[config.mk]
export PLATFORM = sky130hd
export DESIGN_NAME = bus_drive_ctrl_flat
export DESIGN_NICKNAME = d
export VERILOG_FILES = /design/src/rtl/bus_drive_ctrl_if.sv /design/src/rtl/bus_drive_ctrl.sv /design/src/flat_wrapper.sv
export SDC_FILE = /design/constraint.sdc
export NUM_CORES = 1
export LEC_CHECK = 0
export ABC_AREA = 0
export CAP_MARGIN = 20
export CORE_MARGIN = 2
export CORE_UTILIZATION = 54
export DETAILED_ROUTE_END_ITERATION = 7
export DONT_BUFFER_PORTS = 1
export PLACE_DENSITY = 0.83
export SLEW_MARGIN = 5
export SYNTH_ARGS = -nofsm -noshare
export SYNTH_HDL_FRONTEND = slang
export SYNTH_SLANG_ARGS = --single-unit
[constraint.sdc]
create_clock -name clk -period 1.5 [get_ports clk]
set_input_delay 0.15 -clock clk [delete_from_list [all_inputs] [get_ports clk]]
set_output_delay 0.15 -clock clk [all_outputs]
set_load 0.03 [all_outputs]
[src/rtl/bus_drive_ctrl_if.sv]
// Handshake and driver-side signals of the bus drive sequencer.
// master: upstream/arbiter side; slave: the sequencer itself.
interface bus_drive_ctrl_if #(
    parameter int DW = 4
);
    logic          req_valid;
    logic [DW-1:0] req_data;
    logic          req_ready;
    logic          gnt;
    logic          bus_req;
    logic [DW-1:0] drv_data;
    logic          drv_en_n;
    logic          done;
    logic          err;

    modport master (
        output req_valid, req_data, gnt,
        input  req_ready, bus_req, drv_data, drv_en_n, done, err
    );

    modport slave (
        input  req_valid, req_data, gnt,
        output req_ready, bus_req, drv_data, drv_en_n, done, err
    );
endinterface

[src/rtl/bus_drive_ctrl.sv]
// Sequencer for the shared tri-state bus driver: accept word, request bus, drive for HOLD cycles.
// BUS_DRV_TURNAROUND_EN adds a one-cycle TURN state (guaranteed idle bus) after each drive window.
//
// state | meaning
// IDLE  | ready for a new word; bus released
// REQ   | word latched, bus_req high, waiting for gnt (bounded by TIMEOUT)
// DRIVE | drv_en_n low, latched word on drv_data for HOLD cycles
// TURN  | one bus-idle cycle after a drive window (macro builds only)
module bus_drive_ctrl #(
    parameter int DW      = 4,
    parameter int HOLD    = 2,
    parameter int TIMEOUT = 15
) (
    input  logic         clk,
    input  logic         rst,
    bus_drive_ctrl_if.slave bus
);
    localparam int CMAX = (HOLD > TIMEOUT) ? HOLD : TIMEOUT;
    localparam int CW   = $clog2(CMAX + 1);

`ifdef BUS_DRV_TURNAROUND_EN
    typedef enum logic [1:0] {IDLE, REQ, DRIVE, TURN} state_t;
    localparam state_t DRIVE_EXIT = TURN;
`else
    typedef enum logic [1:0] {IDLE, REQ, DRIVE} state_t;
    localparam state_t DRIVE_EXIT = IDLE;
`endif

    state_t        state_q, state_d;
    logic [CW-1:0] cnt_q, cnt_d;
    logic [DW-1:0] data_q, data_d;
    logic          done_q, done_d;
    logic          err_q, err_d;

    always_ff @(posedge clk or posedge rst) begin
        if (rst) begin
            state_q <= IDLE;
            cnt_q   <= '0;
            data_q  <= '0;
            done_q  <= 1'b0;
            err_q   <= 1'b0;
        end else begin
            state_q <= state_d;
            cnt_q   <= cnt_d;
            data_q  <= data_d;
            done_q  <= done_d;
            err_q   <= err_d;
        end
    end

    // One counter serves as wait counter in REQ and hold counter in DRIVE.
    always_comb begin
        state_d = state_q;
        cnt_d   = cnt_q;
        data_d  = data_q;
        done_d  = 1'b0;
        err_d   = 1'b0;
        case (state_q)
            IDLE: begin
                if (bus.req_valid) begin
                    data_d  = bus.req_data;
                    cnt_d   = '0;
                    state_d = REQ;
                end
            end
            REQ: begin
                if (bus.gnt) begin
                    cnt_d   = CW'(HOLD - 1);
                    state_d = DRIVE;
                end else if (cnt_q == CW'(TIMEOUT - 1)) begin
                    cnt_d   = '0;
                    err_d   = 1'b1;
                    state_d = IDLE;
                end else if (cnt_q != '1) begin
                    cnt_d = cnt_q + CW'(1);
                end
            end
            DRIVE: begin
                if (cnt_q != '0) cnt_d = cnt_q - CW'(1);
                // Losing grant takes priority so done and err never coincide.
                if (!bus.gnt) begin
                    err_d   = 1'b1;
                    cnt_d   = '0;
                    state_d = DRIVE_EXIT;
                end else if (cnt_q == '0) begin
                    done_d  = 1'b1;
                    state_d = DRIVE_EXIT;
                end
            end
            default: begin
                cnt_d   = '0;
                state_d = IDLE;
            end
        endcase
    end

    assign bus.req_ready = (state_q == IDLE);
    assign bus.bus_req   = (state_q == REQ) || (state_q == DRIVE);
    assign bus.drv_en_n  = (state_q != DRIVE);
    assign bus.drv_data  = data_q;
    assign bus.done      = done_q;
    assign bus.err       = err_q;
endmodule

[src/flat_wrapper.sv]
// flat-port wrapper written by rule: the top's interface ports become plain ports
module bus_drive_ctrl_flat 
#(
    parameter int DW      = 4,
    parameter int HOLD    = 2,
    parameter int TIMEOUT = 15
)
  (clk, rst, bus_req_valid, bus_req_data, bus_gnt, bus_req_ready, bus_bus_req, bus_drv_data, bus_drv_en_n, bus_done, bus_err);
  bus_drive_ctrl_if #(.DW(DW)) bus_i ();
  input  logic clk;
  input  logic rst;
  input wire logic [$bits(bus_i.req_valid)-1:0] bus_req_valid;
  input wire logic [$bits(bus_i.req_data)-1:0] bus_req_data;
  input wire logic [$bits(bus_i.gnt)-1:0] bus_gnt;
  output wire logic [$bits(bus_i.req_ready)-1:0] bus_req_ready;
  output wire logic [$bits(bus_i.bus_req)-1:0] bus_bus_req;
  output wire logic [$bits(bus_i.drv_data)-1:0] bus_drv_data;
  output wire logic [$bits(bus_i.drv_en_n)-1:0] bus_drv_en_n;
  output wire logic [$bits(bus_i.done)-1:0] bus_done;
  output wire logic [$bits(bus_i.err)-1:0] bus_err;
  assign bus_i.req_valid = bus_req_valid;
  assign bus_i.req_data = bus_req_data;
  assign bus_i.gnt = bus_gnt;
  assign bus_req_ready = bus_i.req_ready;
  assign bus_bus_req = bus_i.bus_req;
  assign bus_drv_data = bus_i.drv_data;
  assign bus_drv_en_n = bus_i.drv_en_n;
  assign bus_done = bus_i.done;
  assign bus_err = bus_i.err;
  bus_drive_ctrl #(.DW(DW), .HOLD(HOLD), .TIMEOUT(TIMEOUT)) u_core (.clk(clk), .rst(rst), .bus(bus_i));
endmodule
[Word level (Yosys, flattened, before mapping)]
Index checks and enable logic that the tools add are counted.
Word-level totals
  bits in registers: 12
  bits of input ports: 8
  logic and storage cells: 44
Operators by class
  $add $sub $neg: 2
  eq/ne operators: 10
  multiplexer cells: 20
  reductions and logical operators: 7
Operator list (number)
  $mux W4: 6
  $pmux W4 S3: 1
  $mux W2: 5
  $ne A3 B2 Y1 const B: 3
  $mux W1: 6
  $pmux W2 S3: 1
  $reduce_and A3 Y1: 2
  $add A4 B1 Y4 const B: 1
  $eq A4 B4 Y1 const B: 1
  $logic_not A4 Y1: 1
  $ne A2 B2 Y1 const B: 2
  $ne A4 B2 Y1 const B: 1
  $ne A4 B4 Y1 const B: 1
  $reduce_bool A4 Y1: 1
  $sub A4 B1 Y4 const B: 1
  $eq A2 B1 Y1 const B: 1
  $eq A2 B2 Y1 const B: 1
  $logic_not A2 Y1: 1
  $pmux W1 S2: 1
  $reduce_and A2 Y1: 1
  $logic_or A1 B1 Y1: 1

[Depth between registers and ports, before layout]
Gate-level depths: netlist of the first run.
  depth after elaboration: 5
  depth in mapped cells: 6
  mapped depth without buffers: 6

[Least setup slack after synthesis of the first run]
OpenSTA, ideal clock, no wires.
  path kind: reg-to-reg
  from: reg u_core.state_q[0]
  to: reg u_core.cnt_q[3]
  data arrival time: 1.623 ns
  data required time: 1.378 ns
  setup slack: -0.245 ns
  cell stages (with the launch flop): 7
  period minus slack after synthesis: 1.745 ns
  cell sequence: dfrtp_1 inv_1 ha_1 inv_1 o22a_1 and2_1 a32o_1
Between the ends
  word-level cells in the longest chain between the ends: 3
  elaborated cells between the ends (all ways): 8
  those cells by class: 5 x eq/ne; 1 x mux; 2 x reduce/logical
Ends and longest elaborated chain
  from (decl): RTL line bus_drive_ctrl.sv:29  | state_t state_q, state_d;
  from (signal assigned): RTL line bus_drive_ctrl.sv:43  | state_q <= state_d;
  $logic_not A2 Y1 *
  named net bus_req_ready: RTL line flat_wrapper.sv:15  | output wire logic [$bits(bus_i.req_ready)-1:0] bus_req_ready;
  $ne A2 B2 Y1 (no source line)
  $reduce_and A3 Y1 (no source line)
  to (signal assigned): RTL line bus_drive_ctrl.sv:44  | cnt_q <= cnt_d;
  to (decl): RTL line bus_drive_ctrl.sv:30  | logic [CW-1:0] cnt_q, cnt_d;
The timed path passes the listed nets; every way through them passes the cells marked *.
A chain may end at the register's enable or synchronous reset.

[Final worst setup path of the first run]
  from: reg u_core.cnt_q[0]
  to: reg u_core.cnt_q[3]
Between the ends
  word-level cells in the longest chain between the ends: 5
  elaborated cells between the ends (all ways): 14
  those cells by class: 2 x add/sub; 4 x eq/ne; 6 x mux; 2 x reduce/logical
Ends and longest elaborated chain
  $add A4 B1 Y4: RTL line bus_drive_ctrl.sv:75  | cnt_d = cnt_q + CW'(1);
  $mux W4: RTL line bus_drive_ctrl.sv:74  | end else if (cnt_q != '1) begin
  $mux W4: RTL line bus_drive_ctrl.sv:70  | end else if (cnt_q == CW'(TIMEOUT - 1)) begin
  $mux W4: RTL line bus_drive_ctrl.sv:67  | if (bus.gnt) begin
  $pmux W4 S3: RTL line bus_drive_ctrl.sv:58  | case (state_q)
Parallel ways exist; a longest one is shown, timed or not. The select of a mux whose other input is x is not followed.

==> results of run 1 <==
-- cell type report --
type | count | area, um2
sequential | 12 | 300.3
inverter | 8 | 33.78
fill | 63 | 186.4
tap | 15 | 18.77
clock buffer | 4 | 36.28
timing repair buffer | 27 | 220.2
multi-input combinational | 58 | 538.0
-- layer usage --
metal,vias up,track usage,wire length [um]
li1,348,-,-
met1,382,0.3315,938
met2,48,0.5446,1345
met3,8,0.09052,227
met4,0,0.1563,82
met5,-,0,0
-- power groups by stage --
stage	clock (uW)	combinational, uW	sequential, uW
after CTS	268	1170	717
after floorplan	0	781	651
after global placement	0	1030	707
after global routing	290	1430	744
after detailed placement	0	1050	714
final	278	1350	732
-- cells by family after synthesis --
family | after synthesis
AO/OA/AOI/OAI | 22
adder cells (fa/ha/maj) | 8
buffers and inverters | 10
flip-flops | 12
multiplexers | 6
AND/OR/NAND/NOR | 22
-- critical path, delay by kind of cell, from the launching register on --
family,cells,cell delay (ns)
compound gates,2,0.46
fa+ha+maj,1,0.23
buf+inv,1,0.08
flops,1,0.41
simple gates,2,0.36
-- stage by stage --
step / cells / hold WS (ns) / area, um2
detailed placement: 110 / 0.06634 / 952.2
finish: 124 / 0.004350 / 1147
global route: 124 / 0.008220 / 1147
global placement: 110 / 0.05497 / 952.2
CTS: 119 / 0.01570 / 1080
floorplan: 80 / 0.01470 / 822.0
-- what timing repair did --
item | in CTS | in global routing
endpoints found under the hold margin | 13 | 2
pin swaps | 3 | 2
hold buffers | 2 | 2
cloned | 0 | 0
resized for setup | 9 | 6
setup endpoints to repair | 11 | 12
setup buffers | 3 | 3
-- registers in the layout, indices dropped and copies added, names as in the netlist --
| signal | flops |
|---|---|
| u_core.state_q | 2 |
| u_core.bus.drv_data | 4 |
| u_core.cnt_q | 4 |
| u_core.bus.done | 1 |
| u_core.bus.err | 1 |
-- placed cells by master (no fill, tap or decap), types with 2 or more instances in the layout --
cell type | synthesis | layout
dfrtp_1 | 12 | 12
mux2i_1 | 2 | 2
nand3_2 | 0 | 2
o21ai_0 | 5 | 5
buf_4 | 0 | 21
clkbuf_4 | 0 | 3
nor2_1 | 2 | 2
mux2_2 | 4 | 4
dlygate4sd3_1 | 0 | 4
buf_6 | 1 | 2
a21oi_1 | 5 | 5
nand2_1 | 4 | 3
o21ai_2 | 1 | 2
inv_1 | 8 | 3
ha_1 | 8 | 3
ha_4 | 0 | 4
inv_2 | 0 | 4
nand3_1 | 5 | 3
and2_4 | 1 | 2
-- worst paths after layout --
check,start,end,slack [ns],cells after the start
setup / recovery,u_core.cnt_q[0]$_DFFE_PP0P_,u_core.cnt_q[3]$_DFFE_PP0P_,-0.15,6
hold / removal,bus_req_data[2],u_core.bus.drv_data[2]$_DFFE_PP0P_,0.004,1
hold reg to reg,u_core.state_q[1]$_DFFE_PP0P_,u_core.state_q[1]$_DFFE_PP0P_,0.72,3
setup reg to reg,u_core.cnt_q[0]$_DFFE_PP0P_,u_core.cnt_q[3]$_DFFE_PP0P_,-0.15,6
max in group asynchronous,rst,u_core.cnt_q[3]$_DFFE_PP0P_,0.89,2
min in group asynchronous,rst,u_core.bus.drv_data[3]$_DFFE_PP0P_,0.29,2
==> flow_metrics.tcl, run 1 <==
set metrics [dict create \
    status "complete, but fails checks" \
    violations "setup timing" \
    drt-initial-drc-count 27 \
    synth_area_per_cell_um2 9.900 \
    dieArea_um2 1789 \
    fmax_mhz 607.2 \
    synth-simple-area-share 0.1611 \
    worst_ir_drop_vdd_uv 1399 \
    cts_tree "done" \
    end_kind "flop" \
    timing.final.max_slew_violations 0 \
    synth_compound_area_frac 0.1927 \
    grt_pass1_wl_um 4002 \
    syn_inst 80 \
    diodes 0 \
    antenna_found_initial 0 \
    vias 786 \
    gp_congestion 1.042 \
    p_seq_frac 0.310 \
    synth-adder-area-share 0.1264 \
    setup_violations 7 \
    cpPeakStageDelay_ns 0.41 \
    power-per-cell-area_nw_per_um2 2058 \
    p_leak_uw 0.0005290 \
    syn-num-nets 96 \
    htreeDepth 1 \
    fin_nets 126 \
    synthMuxAreaShare 0.08215 \
    power.switching_uw 1085 \
    period_needed_ns 1.647 \
    start_util 0.5938 \
    drv_cap 0 \
    wl_per_cell_um 20.92 \
    synth_top_family_by_area "compound AO/OA/AOI/OAI gates" \
    clockPowerShare 0.118 \
    synthTopCellsByCount "dfrtp_1, ha_1, inv_1" \
    fin_crit_sh 1.098 \
    ys_types 34 \
    grt_start_max_net_pins 13 \
    cp.arrival_ns 1.83 \
    synthXorXnorAreaFrac 0 \
    row_count 13 \
    power.total_uw 2362 \
    pwr-share-comb 0.572 \
    fin_tns_setup_ns -0.5891 \
    numPortBuffers 0 \
    ant_nets 0 \
    synthArstFlopShare 1.000 \
    critical_path_class "reg2reg" \
    pin_count 17 \
    fin_ws_ns -0.1468 \
    cts_buffers 3 \
    final_util 0.8602 \
    yosys.area.top_type "dfrtp_1" \
    worst_hold_path_type "in2reg" \
    clockBufferDepth 2 \
    die_w_um 42.30 \
    skew_ns 0.007378 \
    ys_warn_count 0 \
    gr-usage-all-layers 0.3095 \
    start_kind "flop" \
    dp_hpwl_um 1581 \
    yosys_register_bits 12 \
    firstDrtPassIters 4 \
    p_int_uw 1277 \
    cp_cell_sequence "inv_2 -> ha_2 -> nand4b_1 -> o22a_1 -> and2_4 -> a32o_1" \
    cts.sinks 12 \
    slew_headroom 0.6950 \
    grt_pass1_vias 839 \
    drive_gt1_frac 0.4954 \
    syn_to_final_growth_pct 44.87 \
    overflow 0 \
    post_drt_via_cell_ratio 6.339 \
    worstPathRequired_ns 1.68 \
    slowest_stage "dfrtp_1" \
    root_buffer "clkbuf_4" \
    core-area_um2 1334 \
    clock_latency_ns 0.30 \
    yosysSeqAreaShare 0.3791 \
    yosys-top-cells-area "dfrtp_1, ha_1, mux2_2" \
    path_clk_slew_ns 0.09 \
    synth_edf_count 0 \
    critPathMaxFanout 4 \
    yosysTopAreaCellShare 0.3791 \
    syn_area_um2 792.0 \
    synth.most_common_cell "dfrtp_1" \
    place_ws_ns -0.09873 \
    tightest_slew_ns 0.4570 \
    die_height_um 42.30 \
    switching_share 0.4594 \
    routed_wl_um 2594 \
    grt_setup_unrepaired "yes" \
    hold_violations 0 \
    route.detailed.drc 0 \
    synth_flop_cell "dfrtp_1" \
]
Note: power is estimated with default switching activity, not from simulation.
==> inputs of run 2 (changes only) <==
CORE_UTILIZATION = 60   (was 54)
PLACE_DENSITY = 0.87   (was 0.83)
clock period = 2.03 ns   (was 1.5 ns; I/O delays follow)
==> run 2 against run 1 <==
Effect of this change:
- the flow now finishes without violations
- combinational power down 55%
- hold slack better by 0.010 ns
- fmax down 10%
- clock-buffer cell count unchanged
- core utilization down 19 points
- global-route usage down 7.5 points
- register-to-register slack better by 0.34 ns
- clock power down 31%
- sequential cell count unchanged
- sequential share of layout area up 8.9 points
- non-clock buffer count down 24
==> flow_metrics.tcl, run 2 (synthesis gave the netlist of run 1 again) <==
set metrics [dict create \
    grt_start_max_net_pins 13 \
    cts-resized-gates 0 \
    slew_headroom 0.7033 \
    highest_layer "met4" \
    worst_hold_path_type "in2reg" \
    fin_tns_setup_ns 0 \
    period_needed_ns 1.838 \
    dp_hpwl_um 1208 \
    route.detailed.drc 0 \
    die_w_um 40.33 \
    r2r-start "u_core.cnt_q[0]$_DFFE_PP0P_" \
    grt_setup_unrepaired "no" \
    cp.arrival_ns 2.00 \
    grt_pass1_wl_um 2573 \
    pin_count 17 \
    rr_worst_depth 6 \
    clockPowerShare 0.146 \
    fin_crit_sh 0.9055 \
    route.met2.wl_um 792 \
    worst_ir_drop_vdd_uv 623.4 \
    dieArea_um2 1627 \
    hold_violations 0 \
    numPortBuffers 0 \
    path_clk_slew_ns 0.08 \
    fin_hold_ws_ns 0.01463 \
    clock_latency_ns 0.27 \
    drt-initial-drc-count 35 \
    p_leak_uw 0.0004030 \
    firstDrtPassIters 4 \
    power.switching_uw 631.5 \
    cts_buffers 3 \
    cts_tree "done" \
    tightest_slew_ns 0.4446 \
    overflow 0 \
    p_int_uw 686.9 \
    core-area_um2 1269 \
    status "finished clean" \
    root_buffer "clkbuf_4" \
    routed_wl_um 1677 \
    skew_ns 0.007677 \
    timing.final.max_slew_violations 0 \
    drv_cap 0 \
    layout_commonest_cell "dfrtp_1" \
    whs_path_depth 1 \
    fmax_mhz 544.0 \
    m1WireLength_um 701 \
    end_kind "flop" \
    power-per-cell-area_nw_per_um2 1540 \
    p_seq_frac 0.392 \
    wl_per_cell_um 16.77 \
    worstHoldStart "bus_gnt" \
    gr-usage-all-layers 0.2347 \
    clockBufferDepth 2 \
    diodes 0 \
    start_util 0.6243 \
    post_drt_via_cell_ratio 6.800 \
    routed-wl-met3_um 151 \
    htreeDepth 1 \
    die_height_um 40.33 \
    start_kind "flop" \
    worstPathRequired_ns 2.19 \
    critical_path_class "reg2reg" \
    setup_violations 0 \
    syn_to_final_growth_pct 8.057 \
    row_count 13 \
    antenna_found_initial 0 \
    startpoint "u_core.cnt_q[0]$_DFFE_PP0P_" \
    pwr-share-comb 0.462 \
    cts.sinks 12 \
    ant_nets 0 \
    vias 680 \
    critPathMaxFanout 6 \
    grt_pass1_vias 604 \
    gp_congestion 0.9966 \
    switching_share 0.4790 \
    drive_gt1_frac 0.1765 \
    final_cell_mix "dfrtp_1, inv_1, ha_1" \
    fin_nets 102 \
]
run 2: layout make-up:
class / instances / area [um2]
inverters: 8 / 30.03
clock buffers: 4 / 36.28
fillers: 81 / 412.9
repair buffers: 3 / 25.02
well taps: 15 / 18.77
multi-input cells: 58 / 445.4
flip-flops and latches: 12 / 300.3
run 2: power by group through the flow:
stage	combinational, uW	clock, uW	sequential, uW
CTS	599	193	514
detailed placement	587	0	521
global route	662	210	532
global placement	566	0	517
floorplan	513	0	473
finish	609	193	517
run 2: path summary, 6_finish.rpt:
| kind | slack, ns | to |
|---|---|---|
| max | 0.19 | u_core.cnt_q[3]$_DFFE_PP0P_ |
| min | 0.01 | u_core.bus.err$_DFF_PP0_ |
| max reg2reg | 0.19 | u_core.cnt_q[3]$_DFFE_PP0P_ |
| min reg2reg | 0.60 | u_core.state_q[1]$_DFFE_PP0P_ |
| max in group asynchronous | 1.35 | u_core.bus.err$_DFF_PP0_ |
| min in group asynchronous | 0.37 | u_core.cnt_q[1]$_DFFE_PP0P_ |
run 2: timing repair:
item	CTS	global route
hold buffers	1	0
hold endpoints to repair	12	0
setup buffers	0	0
run 2: metrics by stage:
| stage | util | area, um2 | setup slack (ns) | instances | power (uW) |
|---|---|---|---|---|---|
| 4_1_cts | 0.6746 | 855.8 | 0.2229 | 100 | 1306 |
| 6_report | 0.6746 | 855.8 | 0.1918 | 100 | 1318 |
| 3_5_place_dp | 0.6381 | 809.5 | 0.2484 | 95 | 1108 |
| 3_3_place_gp | 0.6381 | 809.5 | 0.2473 | 95 | 1083 |
| 5_1_grt | 0.6746 | 855.8 | 0.09159 | 100 | 1404 |
| 2_1_floorplan | - | 792.0 | 0.2855 | 80 | 986.6 |
run 2: critical path, cell delays in order, from the launching register on:
cell      delay, ns
dfrtp_1        0.42
inv_1          0.14
ha_1           0.26
nand4b_1       0.17
o22a_1         0.23
and2_1         0.24
a32o_1         0.26
run 2: metal layers:
layer / GRT usage / up-vias
li1: - / 300
met1: 0.2941 / 318
met2: 0.4008 / 52
met3: 0.04444 / 10
met4: 0.07500 / 0
met5: 0 / -
==> inputs of run 3 (changes only) <==
CORE_UTILIZATION = 42   (was 60)
PLACE_DENSITY = 0.67   (was 0.87)
==> run 3 against run 2 <==
Effect of this change:
- sequential power grew 0.8%
- cell area grew 2.6%
- first-iteration DRC count grew 5.7%
- non-clock buffer count grew 1
- clock power shrank 4%
- power shrank 2.4%
- largest cell class unchanged
==> flow_metrics.tcl, run 3 (synthesis gave the netlist of run 1 again) <==
set metrics [dict create \
    status "finished clean" \
    syn_to_final_growth_pct 10.90 \
    vias 633 \
    postCtsSetupBuffers 0 \
    grt_setup_unrepaired "no" \
    worst_ir_drop_vdd_uv 991.1 \
    p_leak_uw 0.0004072 \
    dp_hpwl_um 1252 \
    drv_cap 0 \
    die_w_um 47.43 \
    cts_buffers 3 \
    grt_pass1_vias 551 \
    row_count 15 \
    htreeDepth 1 \
    antenna_found_initial 0 \
    cp.arrival_ns 2.00 \
    clockBufferDepth 2 \
    fin_hold_ws_ns 0.07777 \
    cp_cell_sequence "inv_1 -> ha_1 -> nand4b_1 -> o22a_1 -> and2_1 -> a32o_1" \
    nFillCells 160 \
    tightest_slew_ns 0.4464 \
    clock_latency_ns 0.27 \
    crit_cells 6 \
    pin_count 17 \
    setup_violations 0 \
    hold_violations 0 \
    slowest_stage "dfrtp_1" \
    crit_end "u_core.cnt_q[3]$_DFFE_PP0P_" \
    multi_input_area_um2 445.4 \
    ant_nets 0 \
    overflow 0 \
    core-area_um2 1745 \
    rr_worst_depth 6 \
    routed_wl_um 1589 \
    grt_pass1_wl_um 2456 \
    fin_area_um2 878.3 \
    r2r-start "u_core.cnt_q[0]$_DFFE_PP0P_" \
    fmax_mhz 543.9 \
    wl_per_cell_um 14.32 \
    skew_ns 0.0006989 \
    fin_nets 103 \
    gp_congestion 0.9220 \
    critPathMaxFanout 6 \
    die_height_um 47.43 \
    critical_path_class "reg2reg" \
    power.total_uw 1287 \
    path_clk_slew_ns 0.07 \
    reg2reg_slack_ns 0.19 \
    cpPeakStageDelay_ns 0.41 \
    end_kind "flop" \
    start_kind "flop" \
    final_cell_mix "dfrtp_1, inv_1, ha_1" \
    cts.sinks 12 \
    fin_tns_setup_ns 0 \
    period_needed_ns 1.839 \
    slew_headroom 0.7021 \
    dieArea_um2 2249 \
    grt_start_max_net_pins 13 \
    timing.final.max_slew_violations 0 \
    post_drt_via_cell_ratio 5.703 \
    start_util 0.4538 \
    startpoint "u_core.cnt_q[0]$_DFFE_PP0P_" \
    route.detailed.drc 0 \
    numPortBuffers 0 \
    cp_top_family "compound AO/OA/AOI/OAI gates" \
    drive_gt1_frac 0.1744 \
    r2r-end "u_core.cnt_q[3]$_DFFE_PP0P_" \
    cp_num_buf_inv 1 \
    regArea_um2 300.3 \
    cts_tree "done" \
    power-per-cell-area_nw_per_um2 1465 \
    root_buffer "clkbuf_4" \
    fin_crit_sh 0.9057 \
    worstPathRequired_ns 2.19 \
    firstDrtPassIters 4 \
    drt-initial-drc-count 37 \
    gr-usage-all-layers 0.1586 \
    diodes 0 \
    worst_hold_path_type "in2reg" \
    layout_commonest_cell "dfrtp_1" \
    place_area_um2 822.0 \
]
## run 3: layout make-up
| cell class | instances | share of cell area |
|---|---|---|
| Inverter | 8 | 0.03419 |
| Multi-Input combinational cell | 58 | 0.5071 |
| Sequential cell | 12 | 0.3419 |
| Tap cell | 25 | 0.03561 |
| Timing Repair Buffer | 4 | 0.03989 |
| Clock buffer | 4 | 0.04131 |
## run 3: how the worst min path moves through the flow
| stage | depth (start not counted) | slack [ns] | startpoint | to |
|---|---|---|---|---|
| final | 1 | 0.08 | bus_req_data[1] | u_core.bus.drv_data[1]$_DFFE_PP0P_ |
| after global routing | 1 | 0.05 | bus_req_data[0] | u_core.bus.drv_data[0]$_DFFE_PP0P_ |
| after CTS | 1 | 0.006 | bus_gnt | u_core.bus.err$_DFF_PP0_ |
| after detailed placement | 1 | 0.13 | rst | u_core.cnt_q[2]$_DFFE_PP0P_ |
| after global placement | 1 | 0.12 | rst | u_core.bus.err$_DFF_PP0_ |
| after floorplan | 1 | 0.07 | rst | u_core.bus.done$_DFF_PP0_ |
## run 3: per-stage QoR
step | instances | utilization | worst slack [ns]
2_1_floorplan | 80 | - | 0.2855
3_3_place_gp | 105 | 0.4710 | 0.2079
3_5_place_dp | 105 | 0.4710 | 0.2385
4_1_cts | 110 | 0.4975 | 0.2158
5_1_grt | 111 | 0.5032 | 0.1096
6_report | 111 | 0.5032 | 0.1913
## run 3: layer usage
layer,up-vias,global-route usage,routed length [um]
met5,-,0,0
met3,2,0.06792,143
li1,302,-,-
met2,34,0.2270,767
met4,0,0.03333,10
met1,295,0.2227,668
## run 3: timing repair
item / in CTS / in global routing
hold buffers: 1 / 1
hold endpoints to repair: 12 / 1
gates resized for setup: 0 / 0
## run 3: where the power goes
group	internal [uW]	switching [uW]
clock	109	77.2
sequential	328	193
combinational	248	331
total	685	601
